===== src/rtl/yonga_can_receiver.sv =====
// CAN receive controller: bus-idle integration, SOF detection, destuffing,
// standard/extended frame parsing, CRC-15 check, ACK drive and status report.
module yonga_can_receiver (
  input  logic        i_receiver_clk,
  input  logic        i_receiver_rst_n,
  input  logic        i_rx_enable,
  input  logic        i_sample_pulse,
  input  logic        i_drive_pulse,
  input  logic        i_message_bit,
  input  logic        i_tx_active,
  output logic        o_ack_bit,
  output logic [28:0] o_rx_id,
  output logic        o_rx_ide,
  output logic        o_rx_rtr,
  output logic [3:0]  o_rx_dlc,
  output logic [63:0] o_rx_data,
  output logic        o_rx_valid,
  output logic        o_rx_error,
  output logic [2:0]  o_sts_code,
  output logic        o_rx_busy
);

  typedef enum logic [3:0] {
    RX_BUS_IDLE, RX_WAIT_SOF, RX_FRAME, RX_CRC_DELIM, RX_ACK,
    RX_ACK_DELIM, RX_EOF, RX_INTERMISSION, RX_ERROR
  } rx_state_t;

  localparam logic [2:0] STS_OK    = 3'd1;
  localparam logic [2:0] STS_STUFF = 3'd2;
  localparam logic [2:0] STS_CRC   = 3'd3;
  localparam logic [2:0] STS_FORM  = 3'd4;

  rx_state_t   r_state, w_state_nxt;
  logic [3:0]  r_idle_cnt;
  logic [2:0]  r_run_cnt;
  logic        r_last_bit;
  logic [6:0]  r_idx;
  logic [2:0]  r_eof_cnt;
  logic        r_crc_ok;
  logic        r_ack_done;

  // Frame field registers; cleared at every SOF, so they carry no reset.
  logic [10:0] r_id_base;
  logic [17:0] r_id_ext;
  logic        r_srr_rtr;
  logic        r_ide;
  logic        r_rtr_ext;
  logic [3:0]  r_dlc;
  logic [63:0] r_data;
  logic [14:0] r_crc_calc;
  logic [14:0] r_crc_rx;

  logic        w_rtr;
  logic [6:0]  w_data_start;
  logic [6:0]  w_data_len;
  logic [6:0]  w_crc_start;
  logic [6:0]  w_crc_last;
  logic [5:0]  w_data_sel;
  logic        w_stuff_slot;
  logic        w_err;
  logic [2:0]  w_err_code;
  logic        w_crc_ok_nxt;

  // One CRC-15 (poly 0x4599) shift step for a single destuffed bit.
  function automatic logic [14:0] crc15_step(input logic [14:0] crc, input logic b);
    logic fb;
    fb = b ^ crc[14];
    crc15_step = {crc[13:0], 1'b0} ^ (fb ? 15'h4599 : 15'h0000);
  endfunction

  assign w_rtr        = r_ide ? r_rtr_ext : r_srr_rtr;
  assign w_data_start = r_ide ? 7'd39 : 7'd19;
  assign w_data_len   = w_rtr ? 7'd0 : (r_dlc[3] ? 7'd64 : {1'b0, r_dlc[2:0], 3'b000});
  assign w_crc_start  = w_data_start + w_data_len;
  assign w_crc_last   = w_crc_start + 7'd14;
  assign w_data_sel   = 6'(7'd63 - (r_idx - w_data_start));
  assign w_stuff_slot = (r_run_cnt == 3'd5);

  // Next-state decode and error classification for the current sample.
  always_comb begin
    w_state_nxt = r_state;
    w_err       = 1'b0;
    w_err_code  = 3'd0;
    if (!i_rx_enable) begin
      w_state_nxt = RX_BUS_IDLE;
    end else if (i_sample_pulse) begin
      case (r_state)
        RX_BUS_IDLE, RX_ERROR: begin
          if (i_message_bit && r_idle_cnt == 4'd10) w_state_nxt = RX_WAIT_SOF;
        end
        RX_WAIT_SOF: begin
          if (!i_message_bit) w_state_nxt = RX_FRAME;
        end
        RX_FRAME: begin
          if (w_stuff_slot) begin
            if (i_message_bit == r_last_bit) begin
              w_err      = 1'b1;
              w_err_code = STS_STUFF;
            end
          end else if (r_idx == w_crc_last) begin
            w_state_nxt = RX_CRC_DELIM;
          end
        end
        RX_CRC_DELIM: begin
          if (!i_message_bit) begin
            w_err      = 1'b1;
            w_err_code = STS_FORM;
          end else begin
            w_state_nxt = RX_ACK;
          end
        end
        RX_ACK: w_state_nxt = RX_ACK_DELIM;
        RX_ACK_DELIM: begin
          if (!i_message_bit) begin
            w_err      = 1'b1;
            w_err_code = STS_FORM;
          end else begin
            w_state_nxt = RX_EOF;
          end
        end
        RX_EOF: begin
          if (!i_message_bit) begin
            w_err      = 1'b1;
            w_err_code = STS_FORM;
          end else if (r_eof_cnt == 3'd6) begin
            w_state_nxt = RX_INTERMISSION;
          end
        end
        RX_INTERMISSION: begin
          if (!i_message_bit) begin
            w_err      = 1'b1;
            w_err_code = STS_FORM;
          end else if (r_eof_cnt == 3'd2) begin
            w_state_nxt = RX_WAIT_SOF;
          end
        end
        default: w_state_nxt = RX_BUS_IDLE;
      endcase
      if (w_err) w_state_nxt = RX_ERROR;
    end
  end

  assign w_crc_ok_nxt = (i_rx_enable && i_sample_pulse && r_state == RX_CRC_DELIM && i_message_bit)
                        ? (r_crc_calc == r_crc_rx) : r_crc_ok;

  // State register.
  always_ff @(posedge i_receiver_clk or negedge i_receiver_rst_n) begin
    if (!i_receiver_rst_n) r_state <= RX_BUS_IDLE;
    else                   r_state <= w_state_nxt;
  end

  // Counters, status, strobes, ACK drive and the frame output registers.
  always_ff @(posedge i_receiver_clk or negedge i_receiver_rst_n) begin
    if (!i_receiver_rst_n) begin
      r_idle_cnt <= 4'd0;
      r_run_cnt  <= 3'd0;
      r_last_bit <= 1'b0;
      r_idx      <= 7'd0;
      r_eof_cnt  <= 3'd0;
      r_crc_ok   <= 1'b0;
      r_ack_done <= 1'b0;
      o_ack_bit  <= 1'b1;
      o_rx_id    <= 29'd0;
      o_rx_ide   <= 1'b0;
      o_rx_rtr   <= 1'b0;
      o_rx_dlc   <= 4'd0;
      o_rx_data  <= 64'd0;
      o_rx_valid <= 1'b0;
      o_rx_error <= 1'b0;
      o_sts_code <= 3'd0;
      o_rx_busy  <= 1'b0;
    end else begin
      o_rx_valid <= 1'b0;
      o_rx_error <= 1'b0;
      if (!i_rx_enable) begin
        r_idle_cnt <= 4'd0;
        r_run_cnt  <= 3'd0;
        r_idx      <= 7'd0;
        r_eof_cnt  <= 3'd0;
        r_crc_ok   <= 1'b0;
        r_ack_done <= 1'b0;
        o_ack_bit  <= 1'b1;
        o_rx_busy  <= 1'b0;
      end else begin
        r_crc_ok <= w_crc_ok_nxt;
        if (i_sample_pulse) begin
          case (r_state)
            RX_BUS_IDLE, RX_ERROR: begin
              if (!i_message_bit || r_idle_cnt == 4'd10) r_idle_cnt <= 4'd0;
              else                                       r_idle_cnt <= r_idle_cnt + 4'd1;
            end
            RX_WAIT_SOF: begin
              if (!i_message_bit) begin
                o_rx_busy  <= 1'b1;
                o_sts_code <= 3'd0;
                r_run_cnt  <= 3'd1;
                r_last_bit <= 1'b0;
                r_idx      <= 7'd1;
                r_crc_ok   <= 1'b0;
                r_ack_done <= 1'b0;
              end
            end
            RX_FRAME: begin
              if (w_stuff_slot) begin
                r_run_cnt  <= 3'd1;
                r_last_bit <= i_message_bit;
              end else begin
                r_run_cnt  <= (i_message_bit == r_last_bit) ? r_run_cnt + 3'd1 : 3'd1;
                r_last_bit <= i_message_bit;
                r_idx      <= r_idx + 7'd1;
              end
            end
            RX_ACK_DELIM: r_eof_cnt <= 3'd0;
            RX_EOF: begin
              if (i_message_bit) begin
                if (r_eof_cnt == 3'd6) begin
                  r_eof_cnt <= 3'd0;
                  o_rx_busy <= 1'b0;
                  if (r_crc_ok) begin
                    o_rx_valid <= 1'b1;
                    o_sts_code <= STS_OK;
                    o_rx_id    <= r_ide ? {r_id_base, r_id_ext} : {18'd0, r_id_base};
                    o_rx_ide   <= r_ide;
                    o_rx_rtr   <= w_rtr;
                    o_rx_dlc   <= r_dlc;
                    o_rx_data  <= r_data;
                  end else begin
                    o_rx_error <= 1'b1;
                    o_sts_code <= STS_CRC;
                  end
                end else begin
                  r_eof_cnt <= r_eof_cnt + 3'd1;
                end
              end
            end
            RX_INTERMISSION: begin
              r_eof_cnt <= (r_eof_cnt == 3'd2) ? 3'd0 : r_eof_cnt + 3'd1;
            end
            default: ;
          endcase
        end
        if (w_err) begin
          o_sts_code <= w_err_code;
          o_rx_error <= 1'b1;
          o_rx_busy  <= 1'b0;
          o_ack_bit  <= 1'b1;
          r_idle_cnt <= 4'd0;
        end else if (i_drive_pulse) begin
          if (!o_ack_bit) begin
            o_ack_bit <= 1'b1;
          end else if (w_state_nxt == RX_ACK && w_crc_ok_nxt && !i_tx_active && !r_ack_done) begin
            o_ack_bit  <= 1'b0;
            r_ack_done <= 1'b1;
          end
        end
      end
    end
  end

  // Field capture from destuffed bits, data placement and running CRC.
  always_ff @(posedge i_receiver_clk) begin
    if (i_rx_enable && i_sample_pulse) begin
      if (r_state == RX_WAIT_SOF && !i_message_bit) begin
        r_id_base  <= 11'd0;
        r_id_ext   <= 18'd0;
        r_srr_rtr  <= 1'b0;
        r_ide      <= 1'b0;
        r_rtr_ext  <= 1'b0;
        r_dlc      <= 4'd0;
        r_data     <= 64'd0;
        r_crc_calc <= 15'd0;
        r_crc_rx   <= 15'd0;
      end else if (r_state == RX_FRAME && !w_stuff_slot) begin
        if (r_idx <= 7'd11)      r_id_base <= {r_id_base[9:0], i_message_bit};
        else if (r_idx == 7'd12) r_srr_rtr <= i_message_bit;
        else if (r_idx == 7'd13) r_ide     <= i_message_bit;
        else if (!r_ide) begin
          if (r_idx >= 7'd15 && r_idx <= 7'd18) r_dlc <= {r_dlc[2:0], i_message_bit};
        end else begin
          if (r_idx <= 7'd31)                        r_id_ext  <= {r_id_ext[16:0], i_message_bit};
          else if (r_idx == 7'd32)                   r_rtr_ext <= i_message_bit;
          else if (r_idx >= 7'd35 && r_idx <= 7'd38) r_dlc     <= {r_dlc[2:0], i_message_bit};
        end
        if (r_idx >= w_data_start && r_idx < w_crc_start) r_data[w_data_sel] <= i_message_bit;
        if (r_idx < w_crc_start) r_crc_calc <= crc15_step(r_crc_calc, i_message_bit);
        else                     r_crc_rx   <= {r_crc_rx[13:0], i_message_bit};
      end
    end
  end

endmodule


===== config.mk =====
export PLATFORM = sky130hd
export DESIGN_NAME = yonga_can_receiver
export DESIGN_NICKNAME = d
export VERILOG_FILES = /design/src/rtl/yonga_can_receiver.sv
export SDC_FILE = /design/constraint.sdc
export NUM_CORES = 1
export LEC_CHECK = 0
export CORE_MARGIN = 3
export CORE_UTILIZATION = 45
export DETAILED_ROUTE_END_ITERATION = 6
export GPL_TIMING_DRIVEN = 0
export PLACE_DENSITY = 0.73
export SYNTH_ARGS = -nofsm -noshare
export SYNTH_HDL_FRONTEND = slang
export SYNTH_SLANG_ARGS = --single-unit

===== constraint.sdc =====
create_clock -name i_receiver_clk -period 17.49 [get_ports i_receiver_clk]
set_clock_uncertainty 0.05 [all_clocks]
set_input_delay 1.749 -clock i_receiver_clk [delete_from_list [all_inputs] [get_ports i_receiver_clk]]
set_output_delay 1.749 -clock i_receiver_clk [all_outputs]
set_load 0.02 [all_outputs]

## After elaboration in Yosys (flattened, before gate mapping)

Index checks and enable logic that the tools add are counted.
W data, S select, Z words.

| storage, ports and cells | value |
|---|---|
| bits in registers | 260 |
| input bits | 7 |
| output and inout port bits | 106 |
| word-level logic and storage cells | 284 |

| operators by class | value |
|---|---|
| add/sub/neg operators | 8 |
| order comparisons | 10 |
| eq/ne operators | 44 |
| muxes and demuxes | 142 |
| bitwise logic cells | 2 |
| reduce and logical (&&, ||, !) cells | 51 |

Operator list:

| cell | number |
|---|---|
| $mux W64 | 2 |
| $mux W18 | 6 |
| $mux W4 | 27 |
| $mux W15 | 5 |
| $bwmux W64 | 1 |
| $mux W1 | 61 |
| $mux W3 | 17 |
| $mux W7 | 6 |
| $pmux W4 S8 | 1 |
| $mux W29 | 1 |
| $ne A3 B3 Y1 const B | 8 |
| $mux W11 | 2 |
| $reduce_bool A2 Y1 | 11 |
| $eq A4 B3 Y1 const B | 5 |
| $pmux W3 S2 | 3 |
| $reduce_and A3 Y1 | 6 |
| $eq A15 B15 Y1 | 1 |
| $ne A3 B1 Y1 const B | 5 |
| $xor A15 B15 Y15 | 1 |
| $eq A7 B4 Y1 const B | 2 |
| $le A7 B5 Y1 const B | 2 |
| $pmux W7 S2 | 1 |
| $logic_and A1 B1 Y1 | 13 |
| $ne A2 B2 Y1 const B | 6 |
| 45 further kinds | 64 |

## Depth between registers and ports, before layout

| logic depth | value |
|---|---|
| word-level depth | 20 |
| depth in mapped cells | 15 |

## Least setup slack after synthesis

Ideal clock, no wire load.

| timing path | value |
|---|---|
| kind | input-to-reg |
| from | input port i_message_bit |
| to | register r_data[0], enable pin |
| setup time | 0.585 ns |
| data arrival time | 7.521 ns |
| data required time | 16.855 ns |
| setup slack | 9.334 ns |
| stages on the path | 4 |
| buffers on the path | 1 |
| path through | clkbuf_1 -> nor4_1 -> a2111oi_0 -> o32ai_1 |

| on the way | value |
|---|---|
| cells in the longest elaborated chain, start to end | 4 |

RTL lines:

| what | line | source |
|---|---|---|
| start, declared | 9 | `input logic i_message_bit,` |
| $logic_not A1 Y1 * | 263 | `if (r_state == RX_WAIT_SOF && !i_message_bit) begin` |
| $logic_and A1 B1 Y1 * | 263 |  |
| $reduce_bool A2 Y1 (no line) | - |  |
| $reduce_and A3 Y1 (no line) * | - |  |
| end signal, assigned by index | 284 | `if (r_idx >= w_data_start && r_idx < w_crc_start) r_data[w_data_sel] <= i_message_bit;` |
| end, declared | 49 | `logic [63:0] r_data;` |

Mark *: on every way between the ends. The rest lies on a longest branch, timed or not.
A chain may end at the register's enable or synchronous reset.

## Worst setup path in the final report

| timing path | value |
|---|---|
| from | input port i_message_bit |
| to | register r_id_base[7], enable pin |

| on the way | value |
|---|---|
| cells in the longest elaborated chain, start to end | 4 |

RTL lines:

| what | line | source |
|---|---|---|
| $logic_not A1 Y1 * | 263 |  |
| $logic_and A1 B1 Y1 * | 263 |  |
| $reduce_bool A2 Y1 (no line) | - |  |
| $reduce_and A3 Y1 (no line) * | - |  |
| end signal, assigned | 274 | `if (r_idx <= 7'd11) r_id_base <= {r_id_base[9:0], i_message_bit};` |
| end, declared | 43 | `logic [10:0] r_id_base;` |

Marked as above.

==> impl_metrics.py <==
metrics = {
    "run_status": {
        "status": "finished clean",
    },
    "setup_path": {
        "crit_fanout": 11,
        "crit_top_cell": "clkbuf_1",
        "crit_path_end_kind": "flip-flop",
        "crit_buf_inv": 4,
        "r2r_start": "r_ide",
        "cp_top_family": "buffers and inverters",
        "path_cells": "clkdlybuf4s50_1 > clkbuf_1 > nor3_1 > nand2b_1 > clkbuf_1 > clkbuf_1 > a21oi_1",
        "critPathMaxStageDelay_ns": 1.06,
        "r2r_setup_slack_ns": 13.08,
        "start_kind": "input port",
        "arrival_ns": 4.75,
        "cp.required_ns": 17.59,
        "critPathLaunch": "i_message_bit",
        "slowest_stage": "a21oi_1",
        "critical_path_class": "input port to flip-flop",
    },
    "clocking": {
        "cts_tree": "yes",
        "htree_levels": 1,
        "cts_setup_buffers": 0,
        "ctsHoldBuffers": 0,
        "numCtsBuffers": 29,
        "clk_latency_ns": 0.56,
        "clkTransAtPathRegs_ns": 0.06,
        "cts_resized": 0,
        "clkSinkCount": 260,
        "clock_path_buffers": 3,
        "ctsRootBufferMaster": "clkbuf_16",
    },
    "placed_design": {
        "dp_cells": 1507,
        "place_congestion": 0.875,
        "pre_cts_ws_ns": 11.62,
        "port_buffers": 111,
        "place_hpwl_microns": 20000,
        "placed_area_sq_mm": 0.0140,
    },
    "drt": {
        "drc_errors": 0,
        "drt_iter0_markers": 637,
        "viasPerCell": 5.59,
        "wl_per_cell_microns": 18.2,
        "ant_nets": 0,
        "vias": 8726,
        "totalWireLength_microns": 28500,
        "dr.pass1.iters": 5,
    },
    "die": {
        "io_pins": 113,
        "die_y_microns": 172,
        "die_w_microns": 172,
        "fp-row-count": 59,
        "core_area_sq_mm": 0.0265,
        "dieArea_sq_mm": 0.0295,
        "start_util_pct": 46.6,
    },
    "grt": {
        "grt_first_pass_wirelength_microns": 46200,
        "grt_max_degree": 70,
        "met3_usage_pct": 2.96,
        "overflow": 0,
        "track_usage_pct": 19.4,
        "antenna_found_initial": 0,
        "grt_busiest_layer": "met2",
        "grtUsageMet1_pct": 27.5,
        "grt_pass1_vias": 8818,
        "use_met2_pct": 31.1,
    },
    "cells_and_area": {
        "drive_gt1_share_pct": 13.9,
        "layout.nets": 1233,
        "utilization_pct": 56.4,
        "final_cells": 1562,
        "antennaDiodeCount": 0,
        "post-route-cell-area_sq_mm": 0.0149,
        "seqCellArea_sq_mm": 0.00716,
        "fill_cells": 2204,
        "multiInputGateArea_sq_mm": 0.00486,
        "syn2layout_area_growth_pct": 21.1,
    },
    "timing": {
        "finalSetupTns_ns": 0,
        "final_hold_viol_count": 0,
        "rsz0062_at_grt": "false",
        "setup_slack_ns": 12.84,
        "worstMarginPinSlew_ns": 1.39,
        "period_minus_slack_ns": 4.65,
        "relSlewSlack_pct": 6.51,
        "slew_violations": 0,
        "finalCritPeriodShare_pct": 26.6,
        "finalSetupViolations": 0,
        "max_freq_ghz": 0.215,
    },
    "flow_run": {
        "drv_cap": 0,
    },
    "synth": {
        "synthCells": 1055,
        "ys_ff_latch": 260,
        "synth_nets": 1084,
        "synth.avg_cell_area_sq_um": 11.7,
        "ys_top_cells_by_area": "edfxtp_1 (32%), dfrtp_1 (26%), mux2_2 (6.2%)",
        "synth-edff-count": 130,
        "synth_cell_types": 74,
        "synth.cell_area_sq_mm": 0.0123,
        "synth_top_cell_by_area": "edfxtp_1",
        "synth-seq-area-share_pct": 58.0,
        "synth.top_cell.area_share_pct": 31.6,
        "ys.flop_type": "edfxtp_1",
        "yosys_warnings": 0,
        "async_flop_share_pct": 50.0,
    },
    "power": {
        "ir_drop_mv": 0.0653,
        "leakage_uw": 0.00618,
        "powerDensity_mw_per_mm2": 82.3,
    },
    "hold_path": {
        "hp-class": "flip-flop to flip-flop",
        "hold_path_startpoint": "o_rx_id[14]",
    },
}
## through the flow
step / hold slack (ns) / power [uW]
2_1_floorplan: 0.428 / 659
3_3_place_gp: 0.414 / 670
3_5_place_dp: 0.419 / 671
4_1_cts: 0.432 / 1240
5_1_grt: 0.458 / 1270
6_report: 0.425 / 1230
## area by class of cell
type                    instances  share of cell area, %
flip-flops and latches        260                   47.9
multi-input cells             710                   32.5
repair buffers                118                   8.41
clock buffers                  42                   5.32
well taps                     335                   2.80
plain buffers                  65                   1.87
clock inverters                12                  0.653
inverters                      20                  0.502
## tightest hold or removal path, stage by stage, from the launching register on
cell	delay [ns]
dfrtp_1	0.34
nand2_1	0.04
o21ai_0	0.06
## placed cells by master, fill, tap and decap left out, drive strengths merged, types with 4 or more instances in the layout
cell type | Yosys | routed
nand2 | 170 | 170
edfxtp | 130 | 130
dfrtp | 129 | 129
clkdlybuf4s50 | 0 | 110
clkbuf | 48 | 91
mux2 | 68 | 68
o21ai | 63 | 63
nor2b | 60 | 60
a21oi | 51 | 51
mux2i | 38 | 38
nor2 | 31 | 31
a31o | 24 | 24
buf | 17 | 24
ha | 21 | 21
inv | 20 | 21
xor2 | 20 | 20
o31ai | 19 | 19
o211ai | 17 | 17
nand3 | 15 | 15
clkinv | 0 | 10
nand2b | 9 | 9
xnor2 | 8 | 8
nor4 | 8 | 8
nand4 | 7 | 7
or2 | 7 | 7
nor3 | 7 | 7
and2 | 6 | 6
and3 | 5 | 5
a211oi | 5 | 5
nand3b | 4 | 4
a21o | 4 | 4
o22ai | 4 | 4
## final timing paths
path,end,depth (start not counted)
min in group asynchronous,o_rx_id[12],1
max reg2reg,r_data[10],12
max in group asynchronous,o_ack_bit,2
min,o_rx_id[14],2
min reg2reg,o_rx_id[14],2
max,r_id_base[7],7
## registers in the layout (all words and copies together), names as in the netlist, 7 cells and up
name        flops
r_id_ext       18
o_rx_data      64
r_crc_rx       15
r_data         64
r_id_base      11
r_crc_calc     15
r_idx           7
o_rx_id        29
## cell usage after synthesis, types with 2 or more instances
master / count
o22ai_1: 4
a21boi_0: 2
o21ai_2: 2
a21o_1: 4
nor3b_1: 2
buf_6: 3
o311ai_0: 2
edfxtp_1: 130
nand4_1: 7
buf_2: 10
nand2_1: 170
a211oi_1: 2
and2_1: 5
xnor2_1: 5
or4_1: 2
mux2i_1: 38
nor2_1: 31
a31o_2: 15
inv_1: 20
mux2_2: 68
a2111oi_0: 2
o21ai_0: 60
or2_2: 7
and3_1: 5
ha_1: 21
o2111a_1: 2
nand2b_1: 9
nor2b_1: 60
xnor2_2: 3
a31o_1: 9
nand3_1: 15
clkbuf_1: 48
xor2_1: 19
nor4_1: 5
o31ai_1: 19
nor3_1: 6
nor4_4: 3
o211ai_1: 16
dfrtp_1: 129
buf_1: 4
a21oi_1: 51
o2111ai_1: 3
a211oi_4: 3
nand3b_1: 4
## kinds of logic (layout without fill, tap and decap cells)
family,count (synthesis),after routing,synth area share (%)
DFF,260,260,58.0
adders and majority gates,23,23,2.37
AOI/OAI and AO/OA,213,213,11.5
buffers and inverters,85,257,2.87
muxes,106,106,9.29
and+or+nand+nor,340,340,13.7
xor gates and xnor gates,28,28,2.23
## where the power goes
group	total, uW	leakage [uW]	internal (uW)	switching (uW)
combinational	19.2	0.00277	4.42	14.8
clock	572	0.000436	330	241
sequential	640	0.00298	639	0.418
total	1230	0.00618	974	257
## per-layer routing
layer / routed length (microns) / up-vias
li1: - / 4099
met4: 876 / 0
met1: 12900 / 4268
met2: 13100 / 293
met5: 0 / -
met3: 1580 / 66
Power figures use the tool's default switching activity.
